===== config.mk =====
export PLATFORM = sky130hd
export DESIGN_NAME = min_search_ctrl
export DESIGN_NICKNAME = d
export VERILOG_FILES = /design/src/rtl/min_search_ctrl.sv
export SDC_FILE = /design/constraint.sdc
export NUM_CORES = 1
export LEC_CHECK = 0
export CAP_MARGIN = 20
export CORE_MARGIN = 3
export CORE_UTILIZATION = 37
export CTS_BUF_LIST = sky130_fd_sc_hd__clkbuf_16
export CTS_CLUSTER_DIAMETER = 150
export CTS_CLUSTER_SIZE = 28
export DETAILED_ROUTE_END_ITERATION = 8
export GPL_TIMING_DRIVEN = 0
export PLACE_DENSITY = 0.83
export RECOVER_POWER = 50
export REMOVE_ABC_BUFFERS = 1
export SLEW_MARGIN = 30
export SYNTH_ARGS = -nofsm -noshare
export SYNTH_HDL_FRONTEND = slang
export SYNTH_SLANG_ARGS = --single-unit
export TNS_END_PERCENT = 1

===== constraint.sdc =====
create_clock -name Clk -period 3.1 [get_ports Clk]
set_input_delay 0.62 -clock Clk [delete_from_list [all_inputs] [get_ports Clk]]
set_output_delay 0.62 -clock Clk [all_outputs]
set_load 0.01 [all_outputs]

===== src/rtl/min_search_ctrl.sv =====
// min_search_ctrl: sequences one shared strict-less-than min register
// (value + tag) through clear, streamed candidate offers and result hold.
// Optional feature: define MIN_SEARCH_EARLY_EXIT_EN to end a search as soon
// as a zero-valued candidate is accepted (early_out flags that case).
module min_search_ctrl #(
    parameter int unsigned VAL_W = 13,
    parameter int unsigned TAG_W = 32,
    parameter int unsigned LEN_W = 16
) (
    input  logic             Clk,
    input  logic             Reset_n,
    input  logic             start,
    input  logic [LEN_W-1:0] len,
    input  logic             abort,
    input  logic             cand_valid,
    output logic             cand_ready,
    input  logic [VAL_W-1:0] cand_val,
    input  logic [TAG_W-1:0] cand_tag,
    output logic             mr_min_in,
    output logic             mr_max_out,
    output logic [VAL_W-1:0] mr_in,
    output logic [TAG_W-1:0] mr_tag,
    input  logic             mr_smaller,
    input  logic [VAL_W-1:0] mr_stored,
    input  logic [TAG_W-1:0] mr_stored_tag,
    output logic             busy,
    output logic             done,
    output logic             res_valid,
    output logic             res_found,
    output logic [VAL_W-1:0] res_val,
    output logic [TAG_W-1:0] res_tag,
    output logic             early_out
);

    typedef enum logic [1:0] {
        IDLE  = 2'd0,
        CLEAR = 2'd1,
        RUN   = 2'd2,
        DONE  = 2'd3
    } state_t;

    state_t           state_q, state_d;
    logic [LEN_W-1:0] cnt_q, cnt_d;
    logic [LEN_W-1:0] len_q, len_d;
    logic             found_q, found_d;
    logic             early_q, early_d;
    logic             busy_q, busy_d;
    logic             done_q, done_d;
    logic             res_valid_q, res_valid_d;
    logic             max_out_q, max_out_d;
    logic             ready_q, ready_d;

    logic             accept;
    logic             last_accept;
    logic             zero_exit;

    // Abort withdraws ready in the same cycle so the producer never sees a
    // handshake that the controller discards.
    assign cand_ready  = ready_q & ~abort;
    assign accept      = cand_valid & cand_ready;
    assign last_accept = (cnt_q == (len_q - LEN_W'(1)));

`ifdef MIN_SEARCH_EARLY_EXIT_EN
    assign zero_exit = (cand_val == '0);
    assign early_out = early_q;
`else
    assign zero_exit = 1'b0;
    assign early_out = 1'b0;
`endif

    // Min register side: offers only while running, data zeroed otherwise.
    assign mr_min_in  = accept;
    assign mr_max_out = max_out_q;
    assign mr_in      = ready_q ? cand_val : '0;
    assign mr_tag     = ready_q ? cand_tag : '0;

    // Result side: stored value is only presented while the result is valid.
    assign busy      = busy_q;
    assign done      = done_q;
    assign res_valid = res_valid_q;
    assign res_found = found_q;
    assign res_val   = res_valid_q ? mr_stored : '0;
    assign res_tag   = res_valid_q ? mr_stored_tag : '0;

    // Next-state and next-output decode.
    always_comb begin
        state_d = state_q;
        cnt_d   = cnt_q;
        len_d   = len_q;
        found_d = found_q;
        early_d = early_q;

        unique case (state_q)
            IDLE: begin
                if (start) begin
                    len_d   = len;
                    cnt_d   = '0;
                    found_d = 1'b0;
                    early_d = 1'b0;
                    state_d = CLEAR;
                end
            end
            CLEAR: begin
                if (abort) begin
                    state_d = IDLE;
                end else if (len_q == '0) begin
                    state_d = DONE;
                end else begin
                    state_d = RUN;
                end
            end
            RUN: begin
                if (abort) begin
                    found_d = 1'b0;
                    state_d = IDLE;
                end else if (accept) begin
                    found_d = found_q | mr_smaller;
                    if (last_accept || zero_exit) begin
                        early_d = zero_exit;
                        state_d = DONE;
                    end else begin
                        cnt_d = cnt_q + LEN_W'(1);
                    end
                end
            end
            DONE: begin
                if (abort) begin
                    found_d = 1'b0;
                    early_d = 1'b0;
                    state_d = IDLE;
                end else if (start) begin
                    len_d   = len;
                    cnt_d   = '0;
                    found_d = 1'b0;
                    early_d = 1'b0;
                    state_d = CLEAR;
                end
            end
            default: state_d = IDLE;
        endcase

        busy_d      = (state_d == CLEAR) || (state_d == RUN);
        done_d      = (state_d == DONE) && (state_q != DONE);
        res_valid_d = (state_d == DONE);
        max_out_d   = (state_d == CLEAR);
        ready_d     = (state_d == RUN);
    end

    // State and registered outputs.
    always_ff @(posedge Clk or negedge Reset_n) begin
        if (!Reset_n) begin
            state_q     <= IDLE;
            cnt_q       <= '0;
            len_q       <= '0;
            found_q     <= 1'b0;
            early_q     <= 1'b0;
            busy_q      <= 1'b0;
            done_q      <= 1'b0;
            res_valid_q <= 1'b0;
            max_out_q   <= 1'b0;
            ready_q     <= 1'b0;
        end else begin
            state_q     <= state_d;
            cnt_q       <= cnt_d;
            len_q       <= len_d;
            found_q     <= found_d;
            early_q     <= early_d;
            busy_q      <= busy_d;
            done_q      <= done_d;
            res_valid_q <= res_valid_d;
            max_out_q   <= max_out_d;
            ready_q     <= ready_d;
        end
    end

endmodule


# Yosys cells after proc, flatten, opt, wreduce, memory -nomap -nowiden
# Index checks and enable logic that the tools add are counted.
totals:
  register_bits: 40
  in_bits: 112
  out_inout_bits: 98
  wordCells: 63
classes:
  addsub: 2
  n_eq_ne: 13
  muxes: 26
  bitwise_logic: 4
  reduce_logical: 9
ops:
  columns: ["op", "n"]
  rows:
  - ["two-way mux 16 bit", 7]
  - ["two-way mux 32 bit", 2]
  - ["one-hot mux 16 bit (3 select lines)", 1]
  - ["one-hot mux 16 bit (2 select lines)", 1]
  - ["two-way mux 13 bit", 2]
  - ["adder 16 x 1 -> 16 bit (second input constant)", 1]
  - ["equality test 16 bit", 1]
  - ["zero test 16 bit", 1]
  - ["subtractor 16 x 1 -> 16 bit (second input constant)", 1]
  - ["two-way mux 2 bit", 6]
  - ["!= test 2 bit (second input constant)", 5]
  - ["equality test 2 bit (second input constant)", 4]
  - ["one-hot mux 2 bit (4 select lines)", 1]
  - ["two-way mux 1 bit", 5]
  - ["AND reduction 5 bit", 1]
  - ["equality test 2 x 1 -> 1 bit (second input constant)", 2]
  - ["AND reduction 2 bit", 2]
  - ["!= test 3 bit (second input constant)", 1]
  - ["one-hot mux 1 bit (3 select lines)", 1]
  - ["nonzero test 3 bit", 1]
  - ["AND 1 bit", 2]
  - ["zero test 2 bit", 1]
  - ["nonzero test 2 bit", 1]
  - ["logical AND 1 bit", 1]
  - ["other kinds (3)", 3]

# Longest topological paths before layout
logic_depth:
  depth_word: 8
  depth_mapped: 12
  mapped_depth_nobuf: 12

# Worst setup path after synthesis
# Ideal clock, no wire load.
synth_timing:
  kind: "flip-flop to flip-flop"
  startpoint: "register len_q[0]"
  endpoint: "register cnt_q[2]"
  setup_ns: 0.066
  arrival_ns: 2.754
  required_time_ns: 3.034
  path_slack_ns: 0.280
  path_stages_with_launch: 13
  n_path_buf: 2
  synth_period_minus_slack_ns: 2.820
  path_cell_list: "dfrtp_1 inv_1 ha_1 nor4b_4 nand2_2 or4b_1 nand3_1 o2111ai_2 o311a_1 buf_6 buf_8 a211o_1 nand2_1"
synth_via:
  elab_chain_cells: 4
synth_lines:
  columns: ["item", "line", "source"]
  rows:
  - ["from (decl)", "44", "logic [LEN_W-1:0] len_q, len_d;"]
  - ["from (signal assigned)", "165", "len_q <= len_d;"]
  - ["subtractor 16 x 1 -> 16 bit", "61", "assign last_accept = (cnt_q == (len_q - LEN_W'(1)));"]
  - ["equality test 16 bit", "61", null]
  - ["!= test 2 bit (no source line)", null, null]
  - ["AND reduction 5 bit (no source line)", null, null]
  - ["to (signal assigned)", "164", "cnt_q <= cnt_d;"]
  - ["to (decl)", "43", "logic [LEN_W-1:0] cnt_q, cnt_d;"]
# No other way between the ends.
# A chain may end at the register's enable or synchronous reset.

# Final worst setup path
layout_timing:
  startpoint: "input abort"
  endpoint: "output mr_min_in"
layout_via:
  elab_chain_cells: 3
layout_lines:
  columns: ["item", "line", "source"]
  rows:
  - ["from (decl)", "14", "input logic abort,"]
  - ["NOT 1 bit", "59", "assign cand_ready = ready_q & ~abort;"]
  - ["AND 1 bit", "59", null]
  - ["AND 1 bit", "60", "assign accept = cand_valid & cand_ready;"]
  - ["to (decl)", "19", "output logic mr_min_in,"]
# No other way between the ends.

==> flow_summary.json <==
{
  "clk_pin_slew_worst_paths_ps": 60,
  "die_x_um": 98.28,
  "start_kind": "input pin",
  "grt_remaining_overflow": 0,
  "dp_slack_ps": -184.8,
  "cts_tree": "built",
  "final_cell_mix": "clkdlybuf4s50_1 (201), and2_1 (94), nand2_1 (58)",
  "drt_first_iter_violations": 218,
  "layout-drive-gt1-share": 0.05782,
  "criticalPathCategory": "in -> out",
  "drv_cap": 0,
  "switching_power_w": 0.0007782,
  "skew_ps": 5.252,
  "critPathRequiredTime_ps": 2480,
  "synth_edf_count": 0,
  "p_seq_frac": 0.330,
  "vias": 3540,
  "power_frac_clock": 0.259,
  "status": "completed",
  "cts.sinks": 40,
  "critical_path.slowest_cell": "dlygate4sd3_1",
  "avgSynthCellArea_um2": 8.120,
  "crit_fanout": 7,
  "grt_first_pass_wirelength_um": 18750,
  "syn_inst": 388,
  "root_buffer": "clkbuf_16",
  "grt_pass1_vias": 3424,
  "track_usage": 0.2459,
  "ys.flop_type": "dfrtp_1",
  "fp.dieH_um": 98.28,
  "slowest_delay_ps": 660,
  "yosysSeqAreaShare": 0.3177,
  "min_path_type": "in -> async",
  "ys_types": 52,
  "power_per_cell_area_nw_per_um2": 406.5,
  "drv_slew": 0,
  "ys_async_sr_fraction": 1.000,
  "cts_buffers": 5,
  "postCtsHoldBufs": 0,
  "ys_warn_count": 0,
  "cp_data_arrival_time_ps": 2340,
  "viasPerCell": 5.101,
  "fin_tns_setup_ps": 0,
  "antenna_found_initial": 1,
  "min_period_over_period": 0.9556,
  "syn_area_um2": 3151,
  "die-area_um2": 9658,
  "dp.final_hpwl_um": 9899,
  "p_leak_nw": 2.362,
  "crit_buf_inv": 2,
  "insertion_delay_ps": 290,
  "drc": 0,
  "r2r_slack_ps": 140,
  "rr_endpoint": "done",
  "finalNetCount": 704,
  "instances_no_fill": 694,
  "reg2regPathDepth": 12,
  "crit_start": "abort",
  "placementRows": 33,
  "firstDrtPassIters": 4,
  "end_kind": "primary output",
  "relSlewSlack": 0.1342,
  "num_io_pins": 210,
  "layout_commonest_cell": "clkdlybuf4s50_1",
  "antenna_left": 0,
  "internal_power_w": 0.001469,
  "ys_ff_latch": 40,
  "core_area_um2": 8258,
  "dp_cells": 680,
  "start_util": 0.3815,
  "p_comb_frac": 0.411,
  "globalplace.congestion": 0.9615,
  "setup_viol": 0,
  "synthToLayoutAreaGrowth_pct": 75.50,
  "fmax_mhz": 337.6,
  "vdd_drop_max_mv": 0.4104,
  "htree_num_levels": 2,
  "hold_viol": 0,
  "clockBufferDepth": 2,
  "switching_share": 0.3463,
  "grt_setup_unrepaired": "yes",
  "fin_util": 0.6695,
  "io_buffers": 208,
  "crit_family": "buffers and inverters",
  "wl_um": 12350,
  "period_needed_ps": 2962,
  "detail_route.wl_per_cell_um": 17.79,
  "fin_ws_ps": 137.6,
  "r2r-start": "len_q[0]",
  "grt_max_degree": 47,
  "crit_chain": "dlygate4sd3_1 -> nor2b_1 -> and2_2 -> clkdlybuf4s50_1",
  "worstMarginPinSlew_ps": 1299
}
[how the worst max path moves through the flow]
stage / depth (start not counted) / slack (ps) / to
2_1_floorplan: 7 / 190 / cnt_q[5]
3_3_place_gp: 6 / -1420 / cnt_q[12]
3_5_place_dp: 10 / -180 / cnt_q[15]
4_1_cts: 10 / 30 / cnt_q[15]
5_1_grt: 9 / -210 / cnt_q[9]
6_report: 4 / 140 / mr_min_in
[power groups by stage]
stage          clock network, W  registers (W)  logic, W
4_1_cts                0.000589       0.000736  0.000898
3_5_place_dp                  0       0.000744  0.000883
6_report               0.000581       0.000742  0.000924
5_1_grt                0.000613       0.000756   0.00101
2_1_floorplan                 0       0.000713  0.000441
3_3_place_gp                  0       0.000735  0.000835
[metrics by stage]
stage / hold WS, ps / total power, W / instance area [µm²]
after global routing: 518.4 / 0.002375 / 5529
after CTS: 272.3 / 0.002222 / 5482
after global placement: 518.7 / 0.001570 / 5233
final: 434.3 / 0.002247 / 5529
after detailed placement: 518.6 / 0.001628 / 5309
after floorplan: 324.4 / 0.001154 / 3019
[layer usage]
| metal | part of all wire | vias up | global-route usage |
|---|---|---|---|
| met2 | 0.53 | 145 | 0.4670 |
| met3 | 0.065 | 24 | 0.05143 |
| met1 | 0.37 | 1654 | 0.2726 |
| met5 | 0 | - | 0 |
| met4 | 0.028 | 0 | 0.07563 |
| li1 | - | 1717 | - |
[layout make-up]
type                            instances  area [µm²]
Tap cell                              105       131.4
Sequential cell                        40        1003
Clock inverter                          3       38.79
Multi-Input combinational cell        310        2016
Inverter                               14       52.55
Clock buffer                            5       125.1
Antenna cell                            1       2.502
Fill cell                             667        2729
Timing Repair Buffer                  216        2160
[Yosys cell counts, drive strengths merged, types with 7 or more instances]
cell type,number,area [µm²]
a21oi,7,35.03
and2,95,595.6
and3,8,50.05
clkbuf,18,67.56
dfrtp,40,1001
inv,14,52.55
mux2i,7,70.07
nand2,59,224.0
nand2b,7,43.79
nand4,11,68.82
nor2,11,41.29
nor3,9,45.04
o21ai,12,60.06
xor2,13,113.9
[sequential cells by signal (all words and copies together), names as in the netlist]
register    cells
busy            1
cnt_q          16
done            1
len_q          16
mr_max_out      1
ready_q         1
res_found       1
res_valid       1
state_q         2
[what timing repair did]
| action | 4_1_cts | 5_1_grt |
|---|---|---|
| cloned | 0 | 0 |
| pin swaps | 0 | 3 |
| gates resized for setup | 1 | 7 |
| setup endpoints to repair | 16 | 16 |
| setup buffers | 1 | 4 |
[cells by family (layout without fill, tap and decap cells)]
family,after synthesis,in the layout,synth area share
other,1,2,0.001190
AND/OR/NAND/NOR,225,225,0.4051
XOR/XNOR,19,19,0.05282
multiplexers,8,8,0.02581
adder cells (fa/ha/maj),5,5,0.01986
flip-flops,40,40,0.3177
AO/OA/AOI/OAI,52,52,0.1191
buffers and inverters,38,238,0.05838
Note: power is estimated with default switching activity, not from simulation.
